### config.mk
export PLATFORM = sky130hd
export DESIGN_NAME = request_unit_fsm
export DESIGN_NICKNAME = d
export VERILOG_FILES = /design/src/rtl/request_unit_fsm.sv
export SDC_FILE = /design/constraint.sdc
export NUM_CORES = 1
export LEC_CHECK = 0
export CAP_MARGIN = 20
export CORE_MARGIN = 5
export CORE_UTILIZATION = 31
export CTS_BUF_LIST = sky130_fd_sc_hd__clkbuf_8
export DETAILED_ROUTE_END_ITERATION = 10
export GPL_TIMING_DRIVEN = 1
export SYNTH_ARGS = -nofsm -noshare
export SYNTH_HDL_FRONTEND = slang
export SYNTH_SLANG_ARGS = --single-unit
### constraint.sdc
create_clock -name CLK -period 4.33 [get_ports CLK]
set_input_delay 0.866 -clock CLK [delete_from_list [all_inputs] [get_ports CLK]]
set_output_delay 0.866 -clock CLK [all_outputs]
set_load 0.02 [all_outputs]
### src/rtl/request_unit_fsm.sv
// Sequences instruction/data memory requests for the single-cycle MIPS datapath.
// Latency: ALU op retires on the ihit cycle; load/store retires on the dhit cycle.
// Backpressure: stalls on missing ihit/dhit with request lines held; HALT is terminal until RST.
module request_unit_fsm #(
    parameter int WAIT_LIMIT = 64,
    parameter int CNT_W      = 32
) (
    input  logic             CLK,
    input  logic             RST,
    input  logic             ihit,
    input  logic             dhit,
    input  logic             cu_dREN,
    input  logic             cu_dWEN,
    input  logic             cu_halt,
    output logic             imemREN,
    output logic             dmemREN,
    output logic             dmemWEN,
    output logic             pc_en,
    output logic             halt,
    output logic             timeout,
    output logic [CNT_W-1:0] retired
);

    localparam int WCNT_W = $clog2(WAIT_LIMIT + 1);
    localparam logic [WCNT_W-1:0] WAIT_MAX  = WCNT_W'(WAIT_LIMIT);
    localparam logic [WCNT_W-1:0] WAIT_LAST = WCNT_W'(WAIT_LIMIT - 1);

    typedef enum logic [1:0] {
        FETCH  = 2'd0,
        DATA   = 2'd1,
        HALTED = 2'd2
    } state_t;

    state_t             state;
    logic [WCNT_W-1:0]  wait_cnt;

    // PC advances on a plain fetch (no data, no halt) or when the data access completes
    always_comb begin
        pc_en = 1'b0;
        if (state == FETCH && ihit && !cu_halt && !cu_dREN && !cu_dWEN)
            pc_en = 1'b1;
        else if (state == DATA && dhit)
            pc_en = 1'b1;
    end

    // Request sequencer: fetch, optional data phase, sticky halt, data-wait watchdog
    always_ff @(posedge CLK) begin
        if (RST) begin
            state    <= FETCH;
            imemREN  <= 1'b1;
            dmemREN  <= 1'b0;
            dmemWEN  <= 1'b0;
            halt     <= 1'b0;
            timeout  <= 1'b0;
            wait_cnt <= '0;
        end else begin
            case (state)
                FETCH: begin
                    if (ihit) begin
                        if (cu_halt) begin
                            // halt wins over any data decode of the same instruction
                            state   <= HALTED;
                            halt    <= 1'b1;
                            imemREN <= 1'b0;
                        end else if (cu_dREN || cu_dWEN) begin
                            // a load+store decode is treated as a store: one request only
                            state    <= DATA;
                            imemREN  <= 1'b0;
                            dmemWEN  <= cu_dWEN;
                            dmemREN  <= cu_dREN & ~cu_dWEN;
                            wait_cnt <= '0;
                        end
                    end
                end
                DATA: begin
                    if (dhit) begin
                        state    <= FETCH;
                        imemREN  <= 1'b1;
                        dmemREN  <= 1'b0;
                        dmemWEN  <= 1'b0;
                        wait_cnt <= '0;
                    end else begin
                        if (wait_cnt != WAIT_MAX)
                            wait_cnt <= wait_cnt + WCNT_W'(1);
                        // timeout stays set; the access may still complete later
                        if (wait_cnt >= WAIT_LAST)
                            timeout <= 1'b1;
                    end
                end
                HALTED: begin
                    imemREN <= 1'b0;
                    dmemREN <= 1'b0;
                    dmemWEN <= 1'b0;
                    halt    <= 1'b1;
                end
                default: begin
                    state    <= FETCH;
                    imemREN  <= 1'b1;
                    dmemREN  <= 1'b0;
                    dmemWEN  <= 1'b0;
                    wait_cnt <= '0;
                end
            endcase
        end
    end

    // Retired-instruction counter: one per PC advance, wraps naturally
    always_ff @(posedge CLK) begin
        if (RST)
            retired <= '0;
        else if (pc_en)
            retired <= retired + CNT_W'(1);
    end

endmodule

==> out/results.ini, run 1 <==
[cts]
path_clk_slew_ns=0.09
ctsLongestPathBuffers=2
post-cts-setup-buffers=0
clockRootBuffer=clkbuf_8
cts_sinks=46
htreeDepth=2
insertion_delay_ns=0.29
cts_tree=done
cts-resized-gates=0
cts_buffers=5
cts.hold.buffers_added=0

[route]
drc=0
drtAntennaViolNets=0
drt_iter0_drc=71
vias_per_cell=4.834
avgRoutedWirePerCell_um=12.78
drt-total-wl_um=5149
vias=1948
dr.pass1.iters=4

[layout]
regArea_um2=920.9
fillCellCount=726
nNetsFinal=316
drive_gt1_share_pct=6.189
synthToLayoutAreaGrowth_pct=28.40
num_antenna_cells=0
fin_area_um2=2834
multi_input_area_um2=1194

[synth]
synth_common_cells=nor2_1, dfxtp_1, xor2_1, nand4_1, inv_1
synthCells=264
synth-main-ff-cell=dfxtp_1
netlist_area_um2=2207
synth.distinct_cells=37
yosys_warnings=0
synth-edff-count=0
synth.area.top_cells=dfxtp_1, xor2_1, nor2_1, nand4_1, xnor2_1
synth_async_sr_flop_share_pct=0
seq_area_frac_synth_pct=41.72
syn_area_per_cell_um2=8.360
synth.largest_area_cell=dfxtp_1
synth_nets=274
synth_top_cell_area_share_pct=41.72
synth.most_common_cell=nor2_1
ys_seq_elements=46

[placement]
place.gp.congestion=0.7879
detailed_place_hpwl_um=3666
port_buffers=44
placedInstanceArea_um2=2743

[timing]
max_slew_margin_pct=39.68
hold_viol_final=0
rsz0062_at_grt=false
fmaxAchievable_mhz=258.8
fin_crit_ns=3.864
hold_slack_ns=0.4796
tightest_slew_ns=0.9019
finalClockSkew_ns=0.008135
drv_slew=0
setup_tns_ns=0
setup_viol=0
period_share_pct=89.24

[power_and_ir_drop]
ir_worst_vdd_uv=112.9
p_leak_nw=0.9887
p_per_area_nw_per_um2=263.0

[grt]
grt_max_degree=25
grt_pass1_vias=1962
grt_pass1_wl_um=9135
grt_overflow=0
grtUsageTotal_pct=12.56
antenna_found_initial=0

[floorplanning]
initial_core_util_pct=32.13
rows=30
dieArea_um2=8908
die_h_um=94.38
core_um2=6869
io_pins=45
die_w_um=94.38

[setup_path]
cp-start-kind=input pin
end_kind=output port
arrival_ns=3.00
reg2reg_depth=6
cp.required_ns=3.46
path_class=in -> out
r2r_slack_ns=2.14
worstReg2RegEnd=retired[14]
worst-path-max-fanout=5
r2r_start=state[0]

[worst_hold_path]
hold_path_end=timeout
hp-start=timeout
hp-class=reg -> reg
hold_depth=2

[status]
status=finished clean

[job]
cap_violations=0

sequential cells by signal, indices dropped and copies added, names as in the netlist:
| name | cells |
|---|---|
| halt | 1 |
| dmemREN | 1 |
| timeout | 1 |
| dmemWEN | 1 |
| state | 2 |
| retired | 32 |
| wait_cnt | 7 |
| imemREN | 1 |
where the power goes:
| group | switching [mW] | internal (mW) | total, mW |
|---|---|---|---|
| sequential | 0.00522 | 0.427 | 0.432 |
| combinational | 0.0283 | 0.0208 | 0.0491 |
| clock | 0.138 | 0.127 | 0.264 |
kinds of logic (layout without fill, tap and decap cells):
group,count (synthesis),count (layout),synth area share [%]
XOR/XNOR,33,33,13.10
AO/OA/AOI/OAI,26,26,8.561
multiplexers,1,1,0.4535
buffers and inverters,24,67,4.195
flip-flops,46,46,41.72
adder cells (fa/ha/maj),3,3,1.701
AND/OR/NAND/NOR,131,131,30.27
critical path, stage by stage:
cell,delay [ns]
clkdlybuf4s50_1,0.47
or4b_4,0.59
o22ai_1,0.38
clkdlybuf4s50_1,0.69
cell usage in the layout (no fill, tap or decap), drive strengths merged, types with 2 or more instances in the layout:
cell type | Yosys | layout
xor2 | 26 | 26
or3 | 4 | 4
and3 | 4 | 4
inv | 12 | 13
nor4 | 5 | 5
nor3 | 8 | 8
a21oi | 8 | 8
o21ai | 4 | 4
ha | 3 | 3
nand3 | 11 | 11
buf | 2 | 3
a31oi | 2 | 2
or2 | 2 | 2
clkdlybuf4s50 | 0 | 44
dfxtp | 46 | 46
nor2 | 56 | 56
nand2 | 9 | 9
xnor2 | 7 | 7
clkbuf | 10 | 6
o21bai | 2 | 2
nand4 | 25 | 25
o2111ai | 3 | 3
and2 | 4 | 4
worst max path at each step:
stage | startpoint | endpoint | slack (ns)
floorplan | cu_halt | pc_en | 1.49
global placement | cu_halt | pc_en | 0.51
detailed placement | cu_halt | pc_en | 0.46
CTS | cu_halt | pc_en | 0.45
global route | cu_halt | pc_en | 0.37
finish | cu_halt | pc_en | 0.47
cell type report:
| type | instances | area share, % |
|---|---|---|
| Timing Repair Buffer | 47 | 16.34 |
| Clock inverter | 2 | 0.3091 |
| Multi-Input combinational cell | 194 | 42.12 |
| Inverter | 12 | 1.589 |
| Clock buffer | 6 | 2.914 |
| Sequential cell | 46 | 32.49 |
| Tap cell | 96 | 4.238 |
metrics by stage:
stage / total power, mW / worst slack [ns] / util [%] / cells
after floorplan: 0.4710 / 1.491 / - / 264
after global placement: 0.4911 / 0.5062 / 39.93 / 395
after detailed placement: 0.4916 / 0.4564 / 39.93 / 395
after CTS: 0.7621 / 0.4512 / 41.26 / 403
after global routing: 0.7843 / 0.3725 / 41.26 / 403
final: 0.7454 / 0.4660 / 41.26 / 403
metal layers:
| metal | track usage, % | share of wire, % |
|---|---|---|
| met5 | 0 | 0 |
| met2 | 20.33 | 47 |
| met1 | 16.26 | 48 |
| met3 | 2.789 | 4.3 |
| met4 | 4.813 | 0.85 |
(Power assumes the default switching activity.)
==> run 2: changes to the inputs <==
Settings changed: RECOVER_POWER set to 25.
==> out/results.ini, run 2 (synthesis results as in run 1) <==
[status]
status=finished clean  ; unchanged

[placement]
placed_cells=395  ; unchanged
port_buffers=44  ; unchanged
detailed_place_hpwl_um=3666  ; unchanged
place.gp.congestion=0.7879  ; unchanged
placedInstanceArea_um2=2743  ; unchanged

[timing]
setup_viol=0  ; unchanged
tightest_slew_ns=0.9123  ; was 0.9019 ns
fin_crit_ns=3.864  ; about the same
period_share_pct=89.23  ; was 89.24%
drv_slew=0  ; unchanged
setup_tns_ns=0  ; unchanged
finalClockSkew_ns=0.008414  ; was 0.008135 ns
hold_viol_final=0  ; unchanged
hold_slack_ns=0.4745  ; was 0.4796 ns
max_slew_margin_pct=38.98  ; was 39.68%
fmaxAchievable_mhz=258.8  ; about the same
rsz0062_at_grt=false  ; unchanged

[layout]
postLayoutCoreUtil_pct=41.26  ; unchanged
nNetsFinal=316  ; unchanged
final_cell_mix=nor2_1, dfxtp_1, xor2_1  ; was nor2_1, dfxtp_1, clkdlybuf4s50_1
mostFrequentLayoutCell=nor2_1  ; unchanged
fin_area_um2=2834  ; unchanged
num_antenna_cells=0  ; unchanged
largest_register_ffs=32  ; unchanged
instances_no_fill=403  ; unchanged
reg.largest.list=retired x32, wait_cnt x7, state x2  ; unchanged
largest_register=retired  ; unchanged
drive_gt1_share_pct=6.189  ; unchanged
synthToLayoutAreaGrowth_pct=28.40  ; unchanged

[power_and_ir_drop]
power.share.sequential_pct=57.9  ; was 58.0%
pwr-share-comb_pct=6.4  ; was 6.6%
p_per_area_nw_per_um2=263.3  ; was 263.0 nW/um^2
pwr-share-clk_pct=35.7  ; was 35.4%
p_leak_nw=1.050  ; was 0.9887 nW
power_switching_mw=0.1730  ; was 0.1711 mW
p_int_mw=0.5733  ; was 0.5743 mW
ir_worst_vdd_uv=114.2  ; was 112.9 uV
sw_frac_of_total_pct=23.18  ; was 22.95%

[floorplanning]
core_um2=6869  ; unchanged
die_h_um=94.38  ; unchanged
io_pins=45  ; unchanged
dieArea_um2=8908  ; unchanged
die_w_um=94.38  ; unchanged
initial_core_util_pct=32.13  ; unchanged
rows=30  ; unchanged

[cts]
insertion_delay_ns=0.29  ; about the same
ctsLongestPathBuffers=2  ; unchanged
cts-resized-gates=0  ; unchanged
cts_tree=done  ; unchanged
htreeDepth=2  ; unchanged
cts_sinks=46  ; unchanged
cts_buffers=5  ; unchanged
post-cts-setup-buffers=0  ; unchanged
clockRootBuffer=clkbuf_8  ; unchanged
path_clk_slew_ns=0.09  ; about the same
cts.hold.buffers_added=0  ; unchanged

[setup_path]
arrival_ns=3.00  ; about the same
end_kind=output port  ; unchanged
cp.required_ns=3.46  ; about the same
cp-start-kind=input pin  ; unchanged
worst-path-max-fanout=5  ; unchanged
path_class=in -> out  ; unchanged
r2r_slack_ns=2.13  ; was 2.14 ns

[route]
drc=0  ; unchanged
avgRoutedWirePerCell_um=12.76  ; was 12.78 um
drt-total-wl_um=5143  ; was 5149 um
drt_iter0_drc=64  ; was 71
vias=1960  ; was 1,948
vias_per_cell=4.864  ; was 4.834
dr.pass1.iters=4  ; unchanged
drtAntennaViolNets=0  ; unchanged

[grt]
grt_pass1_wl_um=9135  ; unchanged
grtUsageTotal_pct=12.56  ; unchanged
grt_overflow=0  ; unchanged
grt_max_degree=25  ; unchanged
antenna_found_initial=0  ; unchanged
grt_pass1_vias=1962  ; unchanged

[worst_hold_path]
hp-class=reg -> reg  ; unchanged

[job]
cap_violations=0  ; unchanged

-- run 2: changes by cell type in the layout (fill, tap and decap cells not counted) --
cell | before | now
dlygate4sd3_1 | 0 | 20
clkdlybuf4s50_1 | 44 | 24
-- run 2: power groups by stage --
| stage | clock network (mW) | logic (mW) | registers [mW] |
|---|---|---|---|
| 2_1_floorplan | 0 | 0.0278 | 0.443 |
| 3_3_place_gp | 0 | 0.0491 | 0.442 |
| 3_5_place_dp | 0 | 0.0494 | 0.442 |
| 4_1_cts | 0.280 | 0.0496 | 0.432 |
| 5_1_grt | 0.297 | 0.0535 | 0.433 |
| 6_report | 0.266 | 0.0480 | 0.432 |
-- run 2: final timing paths --
check,startpoint,to,cells past startpoint
worst max-delay path,cu_halt,pc_en,4
worst min-delay path,timeout,timeout,2
worst max register to register,state[0],retired[14],6
worst min register to register,timeout,timeout,2
-- run 2: final cells by class --
| cell class | instances | area, um^2 |
|---|---|---|
| multi-input combinational | 194 | 1194 |
| clock buffer | 6 | 82.58 |
| tap | 96 | 120.1 |
| timing repair buffer | 47 | 462.9 |
| sequential | 46 | 920.9 |
| fill | 726 | 4035 |
| clock inverter | 2 | 8.758 |
| inverter | 12 | 45.04 |
-- run 2: critical path: stages --
cell and delay [ns]:
clkdlybuf4s50_1 0.47, or4b_4 0.59, o22ai_1 0.38, clkdlybuf4s50_1 0.69
-- run 2: metrics by stage --
step,power [mW],setup slack [ns]
floorplan,0.4710,1.491
global placement,0.4911,0.5062
detailed placement,0.4916,0.4564
CTS,0.7621,0.4512
global route,0.7831,0.3725
finish,0.7462,0.4662
-- run 2: per-layer routing --
metal / up-vias / routed length [um] / global-route usage (%)
met2: 41 / 2381 / 20.33
met3: 2 / 253 / 2.789
li1: 1000 / - / -
met4: 0 / 44 / 4.813
met1: 917 / 2464 / 16.26
met5: - / 0 / 0
